<file path="config.mk">
export PLATFORM = sky130hd
export DESIGN_NAME = bios_loader
export DESIGN_NICKNAME = d
export VERILOG_FILES = /design/src/rtl/bios_loader_pkg.sv /design/src/rtl/bios_loader_keyword_rom.sv /design/src/rtl/bios_loader.sv
export SDC_FILE = /design/constraint.sdc
export NUM_CORES = 1
export LEC_CHECK = 0
export BUFFER_PORTS_ARGS = -buffer_cell sky130_fd_sc_hd__buf_4
export CAP_MARGIN = 20
export CORE_UTILIZATION = 40
export CTS_CLUSTER_DIAMETER = 80
export CTS_CLUSTER_SIZE = 14
export DETAILED_ROUTE_END_ITERATION = 6
export SETUP_SLACK_MARGIN = 0.5
export SLEW_MARGIN = 20
export SYNTH_ARGS = -nofsm -noshare
export SYNTH_HDL_FRONTEND = slang
export SYNTH_SLANG_ARGS = --single-unit
</file>
<file path="constraint.sdc">
create_clock -name clk -period 6.55 [get_ports clk]
set_clock_uncertainty 0.2 [all_clocks]
set_input_delay 1.6375 -clock clk [delete_from_list [all_inputs] [get_ports clk]]
set_output_delay 1.6375 -clock clk [all_outputs]
set_load 0.005 [all_outputs]
</file>
<file path="src/rtl/bios_loader_pkg.sv">
// Shared types for the BIOS loader: command encoding, loader state enum,
// ASCII constants and the keyword/response tables built from them.
package bios_loader_pkg;

    typedef enum logic [1:0] {
        CMD_NOP   = 2'd0,
        CMD_RST   = 2'd1,
        CMD_WRITE = 2'd2,
        CMD_BOOT  = 2'd3
    } cmd_e;

    typedef enum logic [2:0] {
        ST_IDLE    = 3'd0,
        ST_KEYWORD = 3'd1,
        ST_SIZE    = 3'd2,
        ST_ADDR    = 3'd3,
        ST_SRC_RD  = 3'd4,
        ST_SRC_TX  = 3'd5,
        ST_RESP    = 3'd6,
        ST_FINISH  = 3'd7
    } state_e;

    localparam logic [7:0] ASCII_UC_B = 8'h42;
    localparam logic [7:0] ASCII_UC_N = 8'h4E;
    localparam logic [7:0] ASCII_UC_R = 8'h52;
    localparam logic [7:0] ASCII_B    = 8'h62;
    localparam logic [7:0] ASCII_E    = 8'h65;
    localparam logic [7:0] ASCII_I    = 8'h69;
    localparam logic [7:0] ASCII_N    = 8'h6E;
    localparam logic [7:0] ASCII_O    = 8'h6F;
    localparam logic [7:0] ASCII_P    = 8'h70;
    localparam logic [7:0] ASCII_R    = 8'h72;
    localparam logic [7:0] ASCII_S    = 8'h73;
    localparam logic [7:0] ASCII_T    = 8'h74;
    localparam logic [7:0] ASCII_W    = 8'h77;

    // Keywords packed first-character-in-LSB so byte n is kw[8*n +: 8].
    localparam logic [39:0] KW_NOP   = {8'h00, 8'h00, ASCII_P, ASCII_O, ASCII_N};
    localparam logic [39:0] KW_RST   = {8'h00, 8'h00, ASCII_T, ASCII_S, ASCII_R};
    localparam logic [39:0] KW_WRITE = {ASCII_E, ASCII_T, ASCII_I, ASCII_R, ASCII_W};
    localparam logic [39:0] KW_BOOT  = {8'h00, ASCII_T, ASCII_O, ASCII_O, ASCII_B};

    function automatic logic [7:0] expected_resp(input cmd_e cmd);
        logic [7:0] r;
        r = 8'h00;
        case (cmd)
            CMD_NOP:  r = ASCII_UC_N;
            CMD_RST:  r = ASCII_UC_R;
            CMD_BOOT: r = ASCII_UC_B;
            default:  r = 8'h00;
        endcase
        return r;
    endfunction

endpackage

</file>
<file path="src/rtl/bios_loader_keyword_rom.sv">
// Maps (command, byte index) to the keyword byte sent to the BIOS and the
// keyword length; indices past the end read as 8'h00.
module bios_loader_keyword_rom
    import bios_loader_pkg::*;
(
    input  cmd_e       cmd_i,
    input  logic [2:0] idx_i,
    output logic [7:0] byte_o,
    output logic [2:0] len_o
);

    logic [39:0] kw;

    always_comb begin
        kw    = KW_NOP;
        len_o = 3'd3;
        case (cmd_i)
            CMD_NOP:   begin kw = KW_NOP;   len_o = 3'd3; end
            CMD_RST:   begin kw = KW_RST;   len_o = 3'd3; end
            CMD_WRITE: begin kw = KW_WRITE; len_o = 3'd5; end
            CMD_BOOT:  begin kw = KW_BOOT;  len_o = 3'd4; end
            default:   begin kw = KW_NOP;   len_o = 3'd3; end
        endcase
    end

    always_comb begin
        byte_o = 8'h00;
        if (idx_i < 3'd5) begin
            byte_o = kw[{idx_i, 3'b000} +: 8];
        end
    end

endmodule

</file>
<file path="src/rtl/bios_loader.sv">
// BIOS loader: sends a keyword (plus size/address/image for WRITE) to the
// BIOS and checks its one-byte reply. Optional reply timeout: BIOS_LOADER_TIMEOUT_EN.
module bios_loader
    import bios_loader_pkg::*;
#(
    parameter int unsigned ADDR_WIDTH   = 32,
    parameter int unsigned RESP_TIMEOUT = 1_000_000
) (
    input  logic                  clk,
    input  logic                  rst_n,
    input  logic                  clk_en,
    input  logic                  i_start,
    input  logic [1:0]            i_cmd,
    input  logic [31:0]           i_size,
    input  logic [ADDR_WIDTH-1:0] i_addr,
    input  logic [ADDR_WIDTH-1:0] i_src_base,
    output logic                  o_src_req,
    output logic [ADDR_WIDTH-1:0] o_src_addr,
    input  logic [7:0]            i_src_data,
    output logic [7:0]            o_data,
    output logic                  o_valid,
    input  logic                  i_out_ready,
    input  logic [7:0]            i_data,
    input  logic                  i_valid,
    output logic                  o_in_ready,
    output logic                  o_busy,
    output logic                  o_done,
    output logic                  o_error,
    output logic [7:0]            o_resp,
    output state_e                o_state
);

    state_e                state_q, state_d;
    cmd_e                  cmd_q, cmd_d;
    logic [31:0]           size_q, size_d;
    logic [31:0]           cnt_q, cnt_d;
    logic [ADDR_WIDTH-1:0] addr_q, addr_d;
    logic [ADDR_WIDTH-1:0] src_q, src_d;
    logic [2:0]            idx_q, idx_d;
    logic [7:0]            data_q, data_d;
    logic [7:0]            resp_q, resp_d;
    logic                  err_q, err_d;
    logic                  rd_pend_q, rd_pend_d;
    logic [7:0]            kw_byte;
    logic [2:0]            kw_len;
    logic [31:0]           addr32;
    logic                  xfer;
`ifdef BIOS_LOADER_TIMEOUT_EN
    logic [31:0]           tmo_q, tmo_d;
`endif

    bios_loader_keyword_rom u_rom (
        .cmd_i  (cmd_q),
        .idx_i  (idx_q),
        .byte_o (kw_byte),
        .len_o  (kw_len)
    );

    assign addr32 = 32'(addr_q);

    // Both streams: a byte moves only on an enabled edge with valid and ready
    // both high; o_data is a function of held state, so it cannot move during a stall.
    always_comb begin
        o_valid = 1'b0;
        o_data  = 8'h00;
        case (state_q)
            ST_KEYWORD: begin o_valid = 1'b1; o_data = kw_byte; end
            ST_SIZE:    begin o_valid = 1'b1; o_data = size_q[{idx_q[1:0], 3'b000} +: 8]; end
            ST_ADDR:    begin o_valid = 1'b1; o_data = addr32[{idx_q[1:0], 3'b000} +: 8]; end
            ST_SRC_TX:  begin o_valid = 1'b1; o_data = data_q; end
            default:    begin o_valid = 1'b0; o_data = 8'h00; end
        endcase
    end

    assign xfer       = o_valid & i_out_ready;
    assign o_in_ready = (state_q == ST_RESP);
    assign o_src_req  = (state_q == ST_SRC_RD) & ~rd_pend_q;
    assign o_src_addr = src_q + ADDR_WIDTH'(cnt_q);
    assign o_busy     = (state_q != ST_IDLE);
    assign o_done     = (state_q == ST_FINISH);
    assign o_error    = err_q;
    assign o_resp     = resp_q;
    assign o_state    = state_q;

    always_comb begin
        state_d   = state_q;
        cmd_d     = cmd_q;
        size_d    = size_q;
        cnt_d     = cnt_q;
        addr_d    = addr_q;
        src_d     = src_q;
        idx_d     = idx_q;
        data_d    = data_q;
        resp_d    = resp_q;
        err_d     = err_q;
        rd_pend_d = rd_pend_q;
`ifdef BIOS_LOADER_TIMEOUT_EN
        tmo_d     = '0;
`endif
        case (state_q)
            ST_IDLE: begin
                if (i_start) begin
                    cmd_d   = cmd_e'(i_cmd);
                    size_d  = i_size;
                    addr_d  = i_addr;
                    src_d   = i_src_base;
                    idx_d   = 3'd0;
                    cnt_d   = 32'd0;
                    state_d = ST_KEYWORD;
                end
            end
            ST_KEYWORD: begin
                if (xfer) begin
                    if (idx_q == kw_len - 3'd1) begin
                        idx_d   = 3'd0;
                        state_d = (cmd_q == CMD_WRITE) ? ST_SIZE : ST_RESP;
                    end else begin
                        idx_d = idx_q + 3'd1;
                    end
                end
            end
            ST_SIZE: begin
                if (xfer) begin
                    if (idx_q == 3'd3) begin
                        idx_d   = 3'd0;
                        state_d = ST_ADDR;
                    end else begin
                        idx_d = idx_q + 3'd1;
                    end
                end
            end
            ST_ADDR: begin
                if (xfer) begin
                    if (idx_q == 3'd3) begin
                        idx_d   = 3'd0;
                        cnt_d   = 32'd0;
                        state_d = (size_q == 32'd0) ? ST_FINISH : ST_SRC_RD;
                    end else begin
                        idx_d = idx_q + 3'd1;
                    end
                end
            end
            ST_SRC_RD: begin
                // First cycle issues the request, second captures the returned byte.
                if (!rd_pend_q) begin
                    rd_pend_d = 1'b1;
                end else begin
                    rd_pend_d = 1'b0;
                    data_d    = i_src_data;
                    state_d   = ST_SRC_TX;
                end
            end
            ST_SRC_TX: begin
                if (xfer) begin
                    cnt_d   = cnt_q + 32'd1;
                    state_d = (cnt_q + 32'd1 == size_q) ? ST_FINISH : ST_SRC_RD;
                end
            end
            ST_RESP: begin
                if (i_valid) begin
                    resp_d  = i_data;
                    err_d   = (i_data != expected_resp(cmd_q));
                    state_d = ST_FINISH;
                end
`ifdef BIOS_LOADER_TIMEOUT_EN
                else if (tmo_q == RESP_TIMEOUT - 1) begin
                    resp_d  = 8'h00;
                    err_d   = 1'b1;
                    state_d = ST_FINISH;
                end else begin
                    tmo_d = tmo_q + 32'd1;
                end
`endif
            end
            ST_FINISH: begin
                state_d = ST_IDLE;
            end
            default: state_d = ST_IDLE;
        endcase
    end

    always_ff @(posedge clk or negedge rst_n) begin
        if (!rst_n) begin
            state_q   <= ST_IDLE;
            cmd_q     <= CMD_NOP;
            size_q    <= '0;
            cnt_q     <= '0;
            addr_q    <= '0;
            src_q     <= '0;
            idx_q     <= '0;
            data_q    <= '0;
            resp_q    <= '0;
            err_q     <= 1'b0;
            rd_pend_q <= 1'b0;
        end else if (clk_en) begin
            state_q   <= state_d;
            cmd_q     <= cmd_d;
            size_q    <= size_d;
            cnt_q     <= cnt_d;
            addr_q    <= addr_d;
            src_q     <= src_d;
            idx_q     <= idx_d;
            data_q    <= data_d;
            resp_q    <= resp_d;
            err_q     <= err_d;
            rd_pend_q <= rd_pend_d;
        end
    end

`ifdef BIOS_LOADER_TIMEOUT_EN
    always_ff @(posedge clk or negedge rst_n) begin
        if (!rst_n) begin
            tmo_q <= '0;
        end else if (clk_en) begin
            tmo_q <= tmo_d;
        end
    end
`endif

endmodule
</file>
==> flow_summary.json <==
{
  "synth_area_um2": 9955,
  "routed_wl_mm": 27.02,
  "cap_viol_max_count": 0,
  "min-delay-start": "addr32[11]$_DFFE_PN0P_",
  "crit_type": "reg -> out",
  "coreArea_um2": 24390,
  "post_drt_via_cell_ratio": 5.514,
  "syn-num-nets": 1140,
  "outcome": "finished, final reports clean",
  "synth_flop_cell": "dfrtp_1",
  "setup_violations": 0,
  "postCtsSetupRepairBufs": 0,
  "layout-drive-gt1-share_pct": 31.82,
  "fp-row-count": 57,
  "ios": 177,
  "initial_core_util_pct": 40.81,
  "first_pass_iters": 5,
  "die_w_um": 159.8,
  "hold_viol_final": 0,
  "synth_edf_count": 0,
  "ctsHoldBuffers": 0,
  "fillCellCount": 2319,
  "r2r-start": "cnt_q[0]$_DFFE_PN0P_",
  "antenna_found_initial": 0,
  "clock.fmax_mhz": 180.8,
  "peakVddDrop_v": 0.0001724,
  "grt_pass1_wl_mm": 42.99,
  "critPathLaunch": "cnt_q[0]$_DFFE_PN0P_",
  "globalRouteTotalUtil_pct": 21.45,
  "critPathMaxFanout": 8,
  "vias": 8094,
  "async_flop_share_pct": 100.0,
  "powerDensity_nw_per_um2": 400.4,
  "rsz0062_at_grt": "no",
  "drt-initial-drc-count": 440,
  "cts_buffer_depth": 2,
  "first_global_vias": 7821,
  "period_needed_ns": 5.530,
  "drtAntennaViolNets": 0,
  "cp.required_ns": 4.71,
  "slew_headroom_pct": 33.99,
  "p_leak_uw": 0.005451,
  "hpwl_mm": 19.95,
  "cts.reportedPaths.clkPinSlew_ns": 0.06,
  "drc": 0,
  "hold_class": "reg -> reg",
  "setup.worst_path.end_class": "output port",
  "cts_tree": "done",
  "h-tree-depth": 4,
  "grt-ovfl-total": 0,
  "drv_slew": 0,
  "final_cell_mix": "buf_4 (182), dfrtp_1 (154), mux2_2 (117)",
  "routabilityCongestion": 0.8538,
  "wl_per_cell_um": 18.41,
  "synth_cell_types": 79,
  "avgSynthCellArea_um2": 10.18,
  "die-area_um2": 25520,
  "clock-root-buffer": "clkbuf_16",
  "seq_area_frac_synth_pct": 38.71,
  "arrival_ns": 3.69,
  "cts_buffers": 17,
  "period_share_pct": 84.43,
  "synthCells": 978,
  "diodes": 0,
  "clkLatencyLatePin_ns": 0.43,
  "numPortBuffers": 176,
  "hold_ws_ns": 0.3040,
  "cts.sinks": 154,
  "cts_resized": 0,
  "worstSetupStartpointType": "register",
  "layout_commonest_cell": "buf_4",
  "ys_seq_elements": 154,
  "worstMarginPinSlew_ns": 0.9901,
  "die_height_um": 159.8,
  "ys_warn_count": 0,
  "grt_max_degree": 74,
  "area_growth_pct": 21.73,
  "totalNegativeSetupSlack_ns": 0,
  "nets": 1293
}
[cell usage after synthesis (9+ instances only)]
master | count | share of area, %
dfrtp_1 | 154 | 39
mux2_2 | 117 | 13
nand2_1 | 73 | 2.8
o21ai_0 | 71 | 3.6
nor2_1 | 64 | 2.4
xnor2_1 | 56 | 4.9
a21oi_1 | 48 | 2.4
ha_1 | 41 | 5.2
nand3_1 | 26 | 1.3
clkbuf_1 | 25 | 0.94
inv_1 | 24 | 0.91
xor2_1 | 20 | 1.8
nand4_1 | 18 | 1.1
nor3_1 | 18 | 0.91
mux4_2 | 15 | 3.4
and3_1 | 13 | 0.82
o31ai_1 | 13 | 0.98
a21o_1 | 12 | 0.91
nor4_1 | 12 | 0.75
buf_1 | 11 | 0.41
buf_2 | 11 | 0.55
mux2i_1 | 9 | 0.91
nor2b_1 | 9 | 0.57
[final cells by class]
class                           instances  area (um2)  share of cell area [%]
Sequential cell                       154        3854                   31.80
Clock buffer                           19       442.9                   3.655
Inverter                               24       90.09                  0.7434
Clock inverter                         13       132.6                   1.094
Timing Repair Buffer                  183        1378                   11.37
Multi-Input combinational cell        751        5816                   47.99
Tap cell                              324       405.4                   3.345
[where the power goes]
group,switching (uW),internal [uW]
clock network,433,544
logic,940,1180
registers,423,1330
[layer usage]
layer,up-vias,global-route usage (%),wire [um]
met3,27,4.078,1240
li1,3914,-,-
met1,3950,29.23,12480
met5,-,0,0
met2,203,34.76,12820
met4,0,5.988,479
[final timing paths]
path	to	slack [ns]	depth (start not counted)
worst max-delay path	o_src_addr[30]	1.02	12
worst min-delay path	addr32[11]$_DFFE_PN0P_	0.30	1
worst max register to register	o_state[0]$_DFFE_PN0P_	3.31	10
worst min register to register	addr32[11]$_DFFE_PN0P_	0.30	1
max in group asynchronous	cnt_q[20]$_DFFE_PN0P_	3.91	2
min in group asynchronous	cmd_q[0]$_DFFE_PN0P_	0.92	1
[flip-flops by register name, summed over array words and instances, names as in the netlist]
signal     count
addr32        32
cnt_q         32
size_q        32
src_q         32
data_q         8
o_resp         8
idx_q          3
o_state        3
cmd_q          2
o_error        1
rd_pend_q      1
[critical path: stages (launching register included)]
cell and delay [ns]:
dfrtp_1 0.48, ha_1 0.22, inv_1 0.06, fa_1 0.40, nor2b_1 0.18, o31a_1 0.20, nand4_1 0.23, a211o_1 0.41
a31oi_1 0.30, a31oi_1 0.19, a2111o_1 0.39, o211ai_1 0.08, buf_4 0.13
[kinds of logic (layout without fill, tap and decap cells)]
family	count (synthesis)	count (layout)	synth area share [%]
simple gates	276	276	14.38
xor+xnor	79	79	7.378
buf+inv	73	239	2.941
mux	142	142	17.65
compound gates	212	212	13.59
flops	154	154	38.71
fa+ha+maj	42	42	5.354
[per-stage QoR]
stage / setup WS, ns / total power [uW] / utilization (%) / instances / area [um2]
floorplan: 2.123 / 3058 / - / 978 / 9955
global placement: 1.577 / 3865 / 47.32 / 1436 / 11540
detailed placement: 1.544 / 3898 / 47.32 / 1436 / 11540
CTS: 1.063 / 4893 / 49.68 / 1468 / 12120
global route: 0.7791 / 5198 / 49.68 / 1468 / 12120
finish: 1.020 / 4852 / 49.68 / 1468 / 12120
Note: power is estimated with default switching activity, not from simulation.
